**config.mk**
```make
export PLATFORM = sky130hd
export DESIGN_NAME = ama_riscv_wb_arbiter
export DESIGN_NICKNAME = d
export VERILOG_FILES = /design/src/rtl/ama_riscv_wb_arbiter.sv
export SDC_FILE = /design/constraint.sdc
export NUM_CORES = 1
export LEC_CHECK = 0
export ABC_AREA = 0
export CAP_MARGIN = 15
export CORE_ASPECT_RATIO = 1.4
export CORE_MARGIN = 10
export CORE_UTILIZATION = 45
export CTS_BUF_LIST = sky130_fd_sc_hd__clkbuf_16
export CTS_CLUSTER_DIAMETER = 30
export DETAILED_ROUTE_END_ITERATION = 10
export GPL_TIMING_DRIVEN = 0
export PLACE_DENSITY = 0.66
export SLEW_MARGIN = 20
export SYNTH_ARGS = -nofsm -noshare
export SYNTH_HDL_FRONTEND = slang
export SYNTH_SLANG_ARGS = --single-unit
```
**constraint.sdc**
```tcl
create_clock -name clk -period 3.05 [get_ports clk]
set_clock_uncertainty 0.15 [all_clocks]
set_input_delay 0.61 -clock clk [delete_from_list [all_inputs] [get_ports clk]]
set_output_delay 0.61 -clock clk [all_outputs]
set_load 0.02 [all_outputs]
```
**src/rtl/ama_riscv_wb_arbiter.sv**
```systemverilog
// Writeback arbiter: merges in-order pipe writebacks with queued long-latency
// results onto the single RF write port, and tracks pending long-latency rds.
module ama_riscv_wb_arbiter #(
    parameter int FIFO_DEPTH = 4
) (
    input  logic                          clk,
    input  logic                          rst_n,
    input  logic                          pipe_we,
    input  logic [4:0]                    pipe_rd,
    input  logic [31:0]                   pipe_data,
    input  logic                          ll_iss_valid,
    input  logic [4:0]                    ll_iss_rd,
    output logic                          ll_iss_ready,
    input  logic                          ll_valid,
    output logic                          ll_ready,
    input  logic [4:0]                    ll_rd,
    input  logic [31:0]                   ll_data,
    output logic                          rf_we,
    output logic [4:0]                    rf_addr_d,
    output logic [31:0]                   rf_data_d,
    input  logic [4:0]                    rs1_addr,
    input  logic [4:0]                    rs2_addr,
    output logic                          rs1_busy,
    output logic                          rs2_busy,
    output logic [$clog2(FIFO_DEPTH):0]   fifo_cnt
);

    localparam int PW = $clog2(FIFO_DEPTH);

    typedef struct packed {
        logic [4:0]  rd;
        logic [31:0] data;
    } ll_res_t;

    ll_res_t       fifo_mem [FIFO_DEPTH];
    logic [PW-1:0] wr_ptr;
    logic [PW-1:0] rd_ptr;
    logic [31:0]   pending;
    logic [31:0]   pending_nxt;
    logic          rf_src_ll;
    logic          push;
    logic          pop;
    logic          pipe_wr;
    logic          iss_set;

    assign ll_ready     = (fifo_cnt != (PW+1)'(FIFO_DEPTH));
    assign ll_iss_ready = (ll_iss_rd == 5'd0) || !pending[ll_iss_rd];
    assign rs1_busy     = (rs1_addr != 5'd0) && pending[rs1_addr];
    assign rs2_busy     = (rs2_addr != 5'd0) && pending[rs2_addr];

    // Results for x0 are handshaken but never stored
    assign push    = ll_valid && ll_ready && (ll_rd != 5'd0);
    assign pipe_wr = pipe_we && (pipe_rd != 5'd0);
    assign pop     = !pipe_wr && (fifo_cnt != '0);
    assign iss_set = ll_iss_valid && ll_iss_ready && (ll_iss_rd != 5'd0);

    always_ff @(posedge clk) begin
        if (push) fifo_mem[wr_ptr] <= '{rd: ll_rd, data: ll_data};
    end

    always_ff @(posedge clk or negedge rst_n) begin
        if (!rst_n) begin
            wr_ptr   <= '0;
            rd_ptr   <= '0;
            fifo_cnt <= '0;
        end else begin
            if (push) wr_ptr <= wr_ptr + PW'(1);
            if (pop)  rd_ptr <= rd_ptr + PW'(1);
            case ({push, pop})
                2'b10:   fifo_cnt <= fifo_cnt + (PW+1)'(1);
                2'b01:   fifo_cnt <= fifo_cnt - (PW+1)'(1);
                default: fifo_cnt <= fifo_cnt;
            endcase
        end
    end

    always_ff @(posedge clk or negedge rst_n) begin
        if (!rst_n) begin
            rf_we     <= 1'b0;
            rf_addr_d <= '0;
            rf_data_d <= '0;
            rf_src_ll <= 1'b0;
        end else if (pipe_wr) begin
            rf_we     <= 1'b1;
            rf_addr_d <= pipe_rd;
            rf_data_d <= pipe_data;
            rf_src_ll <= 1'b0;
        end else if (pop) begin
            rf_we     <= 1'b1;
            rf_addr_d <= fifo_mem[rd_ptr].rd;
            rf_data_d <= fifo_mem[rd_ptr].data;
            rf_src_ll <= 1'b1;
        end else begin
            rf_we     <= 1'b0;
        end
    end

    // Clear happens on the same edge the RF captures the value; a same-rd
    // issue that cycle is already refused because the bit is still set.
    always_comb begin
        pending_nxt = pending;
        if (rf_we && rf_src_ll) pending_nxt[rf_addr_d] = 1'b0;
        if (iss_set)            pending_nxt[ll_iss_rd] = 1'b1;
        pending_nxt[0] = 1'b0;
    end

    always_ff @(posedge clk or negedge rst_n) begin
        if (!rst_n) pending <= '0;
        else        pending <= pending_nxt;
    end

endmodule

```
==> results.py, run 1 <==
metrics = {
    "grt": {
        "grt_use_met1_pct": 20.4,
        "track_usage_pct": 17.8,
        "grt_pass1_wl_mm": 39.0,
        "grt_pass1_vias": 7002,
        "grtUsageMet3_pct": 3.50,
        "grt_max_degree": 50,
        "met2_usage_pct": 32.3,
        "grt.busiest_layer": "met2",
        "antenna_found_initial": 1,
        "grt-ovfl-total": 0,
    },
    "floorplan": {
        "fp-row-count": 63,
        "io_pins": 139,
        "core_um2": 21200,
        "die_y_um": 194,
        "dieArea_um2": 27900,
        "initial_core_util_pct": 45.7,
        "die_w_um": 144,
    },
    "detailed_routing": {
        "ant_nets": 0,
        "drc_errors": 0,
        "dr.first_iter.drc_count": 434,
        "routed_wl_mm": 25.0,
        "drt_pre_antenna_iters": 5,
        "viasPerCell": 5.80,
        "route.vias.total": 6346,
        "wl_per_cell_um": 22.8,
    },
    "timing": {
        "fmaxAchievable_ghz": 0.326,
        "drv_slew": 0,
        "finalSetupViolCount": 1,
        "fin_crit_ps": 3060,
        "max_slew.worst_pin.slew_ps": 993,
        "period_share_pct": 100,
        "setup_slack_ps": -15.0,
        "slew_headroom_pct": 33.3,
        "rsz0062_at_grt": "yes",
        "hold_viol": 0,
    },
    "worst_setup_path": {
        "setup.worst_path.end_class": "output pin",
        "crit_type": "reg -> out",
        "ff2ff_path_depth": 11,
        "regToRegSetupSlack_ps": 440,
        "cp_max_fo": 4,
        "cp_data_arrival_time_ps": 2300,
        "start_kind": "flop",
        "worstReg2RegEnd": "fifo_cnt[2]",
        "worstReg2RegStart": "fifo_cnt[0]",
        "worstPathRequired_ps": 2290,
    },
    "place": {
        "hpwl_mm": 17.9,
        "pre_cts_ws_ps": -832,
        "placed_area_um2": 11400,
        "portBuffers": 132,
        "gp_congestion": 0.856,
    },
    "power": {
        "leakagePower_nw": 4.58,
        "p_per_area_nw_per_um2": 966,
        "p_total_w": 0.0122,
        "ir_drop_mv": 0.577,
    },
    "logic_synthesis": {
        "syn_inst": 638,
        "ys_dominant_reg_cell": "edfxtp_1",
        "ys_types": 49,
        "synth_fp_nets": 738,
        "synth-seq-cells": 225,
        "async_flop_share_pct": 34.2,
        "ys_seq_area_share_pct": 65.8,
        "syn_area_per_cell_um2": 15.2,
        "synth-edff-count": 148,
        "synthesis.area_um2": 9690,
        "ys_warn_count": 0,
    },
    "clock_network": {
        "htreeDepth": 1,
        "cts_tree": "yes",
        "clk_pin_slew_ps": 60,
        "insertion_delay_ps": 540,
        "numClockSinks": 225,
        "numCtsBuffers": 30,
        "clockBufferDepth": 3,
        "cts-root-buf": "clkbuf_16",
    },
    "run": {
        "drv_cap": 0,
    },
    "final_layout": {
        "fin_nets": 910,
        "synthToLayoutAreaGrowth_pct": 29.9,
        "drive_above_1_share_pct": 18.8,
        "final_cell_area_um2": 12600,
        "layout_commonest_cell": "edfxtp_1",
        "most-common-layout-cells": "edfxtp_1, clkdlybuf4s50_1, nand2_1",
    },
    "status": {
        "status": "finished, violations left",
        "failed_checks": "setup timing",
    },
    "min_path": {
        "hp-class": "reg -> reg",
        "hold_path_depth": 2,
        "hold_end": "rf_data_d[12]",
        "hold_start": "rf_data_d[12]",
    },
}
cell families (layout without fill, tap and decap cells):
family | Yosys count | after routing | synth area share (%)
other | 0 | 1 | 0
adders and majority gates | 6 | 6 | 0.852
and+or+nand+nor | 165 | 165 | 7.95
xor gates and xnor gates | 6 | 6 | 0.542
DFF | 225 | 225 | 65.8
buffers and inverters | 44 | 240 | 2.26
AOI/OAI and AO/OA | 112 | 112 | 6.66
muxes | 80 | 80 | 16.0
power breakdown:
group          internal (W)  leakage, nW  switching [W]
clock network       0.00227        0.538        0.00136
logic               0.00186         1.82        0.00202
registers           0.00415         2.23       0.000515
registers in the layout, indices dropped and copies added (netlist names):
register / flops
fifo_mem: 148
rd_ptr: 2
rf_addr_d: 5
pending: 31
rf_we: 1
fifo_cnt: 3
rf_src_ll: 1
wr_ptr: 2
rf_data_d: 32
cells in the mapped netlist (7+ instances only):
master,instances,area [um^2]
or3_1,7,43.8
clkbuf_1,13,48.8
o21ai_1,32,160
dfrtp_1,77,1930
edfxtp_1,148,4440
a31oi_1,32,200
mux4_2,49,1100
nor2_1,39,146
o21ai_0,36,180
inv_1,8,30.0
mux4_1,8,210
mux2i_1,20,200
buf_2,11,55.1
nand2_1,79,297
critical path, stage by stage, from the launching register on:
cell     delay, ps
dfrtp_1        420
mux4_2         470
nor2b_4        140
a211o_1        270
a311o_1        320
buf_6          140
how the worst max path moves through the flow:
stage	slack [ps]	end	cells past startpoint	start
after floorplan	30	ll_iss_ready	6	ll_iss_rd[0]
after global routing	-100	rs1_busy	5	pending[26]
final	-10	rs1_busy	5	pending[16]
after CTS	-30	rs1_busy	5	pending[26]
after global placement	-1670	rf_data_d[20]	1	rst_n
after detailed placement	-830	rs1_busy	6	rs1_addr[1]
stage by stage:
step           TNS (ps)  util (%)  hold WS [ps]  instances
2_1_floorplan         0         -           164        638
3_3_place_gp    -242650      53.5           371       1030
3_5_place_dp      -6400      54.0           385       1035
4_1_cts           -40.1      59.2           394       1093
5_1_grt            -159      59.3           417       1095
6_report          -15.0      59.3           393       1095
final cells by class:
class	instances	area (um^2)
fillers	1624	8620
flip-flops and latches	225	6370
multi-input cells	369	3140
repair buffers	140	1450
clock buffers	30	751
well taps	260	325
clock inverters	26	323
plain buffers	35	195
inverters	9	33.8
diodes	1	2.50
metal layers:
metal	vias up	wire length [um]	part of all wire, %
met4	0	539	2.2
met2	239	13400	54
met3	35	1590	6.3
li1	2815	-	-
met5	-	0	0
met1	3257	9410	38
timing repair:
action	4_1_cts	5_1_grt
gates resized for setup	36	11
pin swaps	1	3
setup endpoints to repair	5	4
cloned	0	0
buffers inserted	1	1
endpoints found under the hold margin	28	0
hold buffers	1	0
Power figures use the tool's default switching activity.
==> run 2, diff against run 1 <==
--- a/config.mk
+++ b/config.mk
@@ -11,7 +11,7 @@
 export CORE_MARGIN = 10
 export CORE_UTILIZATION = 45
 export CTS_BUF_LIST = sky130_fd_sc_hd__clkbuf_16
-export CTS_CLUSTER_DIAMETER = 30
+export CTS_CLUSTER_DIAMETER = 80
 export DETAILED_ROUTE_END_ITERATION = 10
 export GPL_TIMING_DRIVEN = 0
 export PLACE_DENSITY = 0.66
==> results.py, run 2 (synthesis results as in run 1) <==
metrics = {
    "status": {
        "status": "completed",
    },
    "final_layout": {
        "fin_nets": 902,
        "fin_util_pct": 57.1,
        "fill_cells": 1683,
        "drive_above_1_share_pct": 16.0,
        "reg_top3": "fifo_mem (148), rf_data_d (32), pending (31)",
        "largest_reg_flops": 148,
        "top_register": "fifo_mem",
        "most-common-layout-cells": "edfxtp_1, clkdlybuf4s50_1, nand2_1",
        "diodes": 0,
        "synthToLayoutAreaGrowth_pct": 24.9,
        "layout_commonest_cell": "edfxtp_1",
    },
    "worst_setup_path": {
        "cp-endpoint": "rs2_busy",
        "start_kind": "flop",
        "crit_buf_inv": 1,
        "startpoint": "pending[18]",
        "cp_max_fo": 4,
        "setup.worst_path.end_class": "output pin",
        "cp_data_arrival_time_ps": 2280,
        "slowest_delay_ps": 500,
        "worstReg2RegStart": "fifo_cnt[0]",
        "ff2ff_path_depth": 11,
        "worstReg2RegEnd": "fifo_cnt[2]",
        "crit_slowest_cell": "mux4_1",
        "cp_num_cells": 5,
        "regToRegSetupSlack_ps": 420,
        "crit_type": "reg -> out",
        "worstPathRequired_ps": 2290,
        "path_cells": "mux4_1, nor2b_1, a211o_1, a311o_1, buf_2",
        "crit_family": "compound AO/OA/AOI/OAI gates",
    },
    "detailed_routing": {
        "drc_errors": 0,
        "route.vias.total": 6255,
        "ant_nets": 0,
        "dr.first_iter.drc_count": 498,
        "wl_per_cell_um": 22.9,
        "drt_pre_antenna_iters": 5,
        "routed_wl_mm": 24.6,
        "viasPerCell": 5.81,
    },
    "place": {
        "gp_congestion": 0.856,
        "portBuffers": 132,
        "pre_cts_ws_ps": -832,
        "hpwl_mm": 17.9,
    },
    "power": {
        "power_switching_share_pct": 33.1,
        "internal-power_w": 0.00724,
        "leakagePower_nw": 4.37,
        "p_total_w": 0.0108,
        "pwr-share-seq_pct": 43.0,
        "p_clk_share_pct": 21.5,
        "ir_drop_mv": 0.545,
        "power_frac_comb_pct": 35.5,
        "p_per_area_nw_per_um2": 894,
        "p_switching_w": 0.00358,
    },
    "grt": {
        "grt_max_degree": 50,
        "grt_pass1_wl_mm": 38.5,
        "antenna_found_initial": 0,
        "met2_usage_pct": 31.8,
        "grt.busiest_layer": "met2",
        "grt_use_met1_pct": 20.3,
        "track_usage_pct": 17.6,
        "grtUsageMet3_pct": 3.36,
        "grt_pass1_vias": 6882,
        "grt-ovfl-total": 0,
    },
    "clock_network": {
        "numCtsBuffers": 21,
        "htreeDepth": 1,
        "cts-root-buf": "clkbuf_16",
        "clockBufferDepth": 3,
        "numClockSinks": 225,
        "clk_pin_slew_ps": 60,
        "insertion_delay_ps": 500,
        "cts_tree": "yes",
    },
    "timing": {
        "setup_slack_ps": 14.5,
        "max_slew.worst_pin.slew_ps": 993,
        "period_share_pct": 99.5,
        "finalSetupViolCount": 0,
        "drv_slew": 0,
        "hold_viol": 0,
        "fmaxAchievable_ghz": 0.329,
        "rsz0062_at_grt": "yes",
        "slew_headroom_pct": 33.3,
        "fin_crit_ps": 3040,
    },
    "run": {
        "drv_cap": 0,
    },
    "floorplan": {
        "dieArea_um2": 27900,
        "die_y_um": 194,
        "die_w_um": 144,
        "io_pins": 139,
        "fp-row-count": 63,
        "initial_core_util_pct": 45.7,
        "core_um2": 21200,
    },
    "min_path": {
        "hp-class": "reg -> reg",
    },
}
==> run 2: cell types whose count changed in the layout (fill, tap and decap cells not counted), moves of 3 or more <==
cell       change
clkbuf_16      -9
inv_6          -4
inv_8          -3
buf_2          +3
bufinv_16      -5
inv_1          +5
==> run 2: metal layers <==
metal / share of wire [%] / vias up
met3: 5.6 / 44
met2: 54 / 209
met1: 38 / 3204
li1: - / 2798
met5: 0 / -
met4: 2.4 / 0
==> run 2: layout make-up <==
| type | count | area, um^2 | share of cell area [%] |
|---|---|---|---|
| flip-flops and latches | 225 | 6370 | 52.7 |
| multi-input cells | 369 | 3140 | 25.9 |
| repair buffers | 141 | 1430 | 11.9 |
| clock buffers | 21 | 526 | 4.34 |
| well taps | 260 | 325 | 2.69 |
| plain buffers | 35 | 195 | 1.61 |
| clock inverters | 17 | 77.6 | 0.641 |
| inverters | 9 | 33.8 | 0.279 |
==> run 2: tightest hold or removal path: cells and delay by family (launching register included) <==
kind             cells  cell delay [ps]
AO/OA/AOI/OAI        1               70
flip-flops           1              370
AND/OR/NAND/NOR      1               60
==> run 2: metrics by stage <==
step                std cells  instance area, um^2  TNS (ps)  hold WS (ps)
CTS                      1075                12100     -12.1           395
global route             1077                12100      -151           419
detailed placement       1035                11400     -6400           385
floorplan                 638                 9690         0           164
global placement         1030                11300   -242650           371
finish                   1077                12100         0           391
==> run 2: what timing repair did <==
| item | in CTS | in global routing |
|---|---|---|
| endpoints found under the hold margin | 28 | 0 |
| hold buffers | 1 | 0 |
| pin swaps | 1 | 3 |
| setup endpoints to repair | 5 | 4 |
| buffers inserted | 1 | 2 |
| gates resized for setup | 33 | 11 |
==> run 2: worst min-delay path by stage <==
stage | to | startpoint | depth (start not counted)
floorplan | fifo_cnt[0] | rst_n | 0
global placement | wr_ptr[1] | wr_ptr[1] | 1
detailed placement | rf_data_d[12] | rf_data_d[12] | 2
CTS | rf_data_d[29] | rf_data_d[29] | 2
global route | rf_data_d[14] | rf_data_d[14] | 2
finish | rf_data_d[12] | rf_data_d[12] | 2
==> run 2: power groups by stage <==
stage	Clock, W	Combinational [W]	Sequential [W]
detailed placement	0	0.00388	0.00469
finish	0.00232	0.00385	0.00465
floorplan	0	0.00221	0.00479
global placement	0	0.00373	0.00465
CTS	0.00237	0.00389	0.00464
global route	0.00252	0.00419	0.00473
==> run 3, diff against run 2 <==
--- a/config.mk
+++ b/config.mk
@@ -13,6 +13,7 @@
 export CTS_BUF_LIST = sky130_fd_sc_hd__clkbuf_16
 export CTS_CLUSTER_DIAMETER = 80
 export DETAILED_ROUTE_END_ITERATION = 10
+export DONT_BUFFER_PORTS = 1
 export GPL_TIMING_DRIVEN = 0
 export PLACE_DENSITY = 0.66
 export SLEW_MARGIN = 20
==> results.py, run 3 (synthesis results as in run 1) <==
metrics = {
    "final_layout": {
        "largest_reg_flops": 148,
        "diodes": 0,
        "synthToLayoutAreaGrowth_pct": 12.4,
        "fill_cells": 1754,
        "layout_commonest_cell": "edfxtp_1",
        "reg_top3": "fifo_mem (148), rf_data_d (32), pending (31)",
        "drive_above_1_share_pct": 17.4,
        "multi_input_area_um2": 3120,
        "fin_nets": 768,
        "regArea_um2": 6370,
        "most-common-layout-cells": "edfxtp_1, nand2_1, dfrtp_1",
        "top_register": "fifo_mem",
    },
    "place": {
        "gp_congestion": 0.907,
        "hpwl_mm": 17.0,
        "portBuffers": 0,
    },
    "worst_setup_path": {
        "crit_family": "compound AO/OA/AOI/OAI gates",
        "startpoint": "pending[18]",
        "path_cells": "mux4_1, nor2b_1, a211o_1, a311o_1",
        "worstReg2RegEnd": "fifo_cnt[2]",
        "worstPathRequired_ps": 2290,
        "ff2ff_path_depth": 11,
        "start_kind": "flop",
        "cp_max_fo": 4,
        "crit_type": "reg -> out",
        "regToRegSetupSlack_ps": 170,
        "cp_data_arrival_time_ps": 2240,
        "slowest_delay_ps": 520,
        "worstReg2RegStart": "fifo_cnt[0]",
        "crit_slowest_cell": "mux4_1",
        "crit_buf_inv": 0,
        "setup.worst_path.end_class": "output pin",
    },
    "grt": {
        "grt_pass1_wl_mm": 36.4,
        "antenna_found_initial": 0,
        "grt-ovfl-total": 0,
        "grt_max_degree": 78,
        "track_usage_pct": 16.9,
        "grt_pass1_vias": 6218,
    },
    "floorplan": {
        "initial_core_util_pct": 45.7,
        "die_y_um": 194,
        "die_w_um": 144,
        "io_pins": 139,
        "fp-row-count": 63,
        "core_um2": 21200,
        "dieArea_um2": 27900,
    },
    "power": {
        "leakagePower_nw": 3.87,
        "p_per_area_nw_per_um2": 973,
        "ir_drop_mv": 0.649,
        "p_total_w": 0.0106,
    },
    "timing": {
        "hold_viol": 0,
        "rsz0062_at_grt": "no",
        "fmaxAchievable_ghz": 0.334,
        "period_share_pct": 98.2,
        "fin_tns_setup_ps": 0,
        "fin_crit_ps": 3000,
        "drv_slew": 0,
        "slew_headroom_pct": 25.7,
        "hold_ws_ps": 54.3,
        "max_slew.worst_pin.slew_ps": 1110,
        "finalSetupViolCount": 0,
    },
    "clock_network": {
        "cts_tree": "yes",
        "numClockSinks": 225,
        "htreeDepth": 1,
        "numCtsBuffers": 22,
        "clockBufferDepth": 3,
        "insertion_delay_ps": 500,
        "clk_pin_slew_ps": 60,
        "cts-root-buf": "clkbuf_16",
        "post_cts_buffers": 0,
    },
    "detailed_routing": {
        "ant_nets": 0,
        "routed_wl_mm": 23.6,
        "route.vias.total": 5663,
        "dr.first_iter.drc_count": 400,
        "drt_pre_antenna_iters": 4,
        "drc_errors": 0,
        "wl_per_cell_um": 25.0,
        "viasPerCell": 6.00,
    },
    "status": {
        "status": "completed",
    },
    "min_path": {
        "hp-class": "in -> reg",
        "hold_start": "ll_data[5]",
        "hold_end": "fifo_mem[1][5]",
        "hold_path_depth": 0,
    },
    "run": {
        "drv_cap": 0,
    },
}
## run 3: cell types whose count changed in the layout (fill, tap and decap cells not counted), sizes merged
cell / delta
inv: -4
clkbuf: +1
clkinvlp: +1
buf: -8
dlygate4sd2: -5
bufinv: +2
clkinv: +1
clkdlybuf4s50: -121
## run 3: how the worst max path moves through the flow
stage | endpoint | slack [ps] | cells past startpoint
2_1_floorplan | ll_iss_ready | 30 | 6
3_3_place_gp | fifo_mem[0][17] | -420 | 4
3_5_place_dp | fifo_cnt[2] | -420 | 11
4_1_cts | rs2_busy | 20 | 4
5_1_grt | rs2_busy | 8 | 4
6_report | rs2_busy | 50 | 4
## run 3: power breakdown
part / leakage [nW] / internal (W) / switching, W
clock: 0.363 / 0.00155 / 0.00112
combinational: 1.28 / 0.00137 / 0.00158
sequential: 2.23 / 0.00414 / 0.000827
## run 3: layer usage
layer | GRT usage [%] | wire length, um
met1 | 18.0 | 8170
met2 | 30.4 | 12700
met3 | 5.74 | 2200
met4 | 4.84 | 549
met5 | 0 | 0
## run 3: area by class of cell
class / instances / area share, %
sequential: 225 / 58.5
multi-input combinational: 369 / 28.6
clock buffer: 23 / 5.28
tap: 260 / 2.99
buffer: 35 / 1.71
clock inverter: 17 / 1.37
timing repair buffer: 6 / 1.22
inverter: 9 / 0.310
## run 3: worst reg2reg max path, delay by kind of cell (launching register included)
kind,cells,cell delay [ps]
buf+inv,4,790
fa+ha+maj,2,560
flops,1,540
simple gates,3,470
xor+xnor,2,300
## run 3: timing repair
| action | 4_1_cts | 5_1_grt |
|---|---|---|
| resized for setup | 3 | 0 |
| hold buffers | 2 | 0 |
| pin swaps | 0 | 1 |
| endpoints found under the hold margin | 77 | 0 |
| endpoints found under the setup margin | 3 | 1 |
## run 3: stage by stage
stage / util (%) / worst slack, ps / instances / area (um^2)
2_1_floorplan: - / 29.5 / 638 / 9690
5_1_grt: 51.4 / 8.36 / 944 / 10900
6_report: 51.4 / 54.0 / 944 / 10900
4_1_cts: 51.4 / 22.6 / 944 / 10900
3_5_place_dp: 47.7 / -421 / 902 / 10100
3_3_place_gp: 47.2 / -418 / 898 / 10000
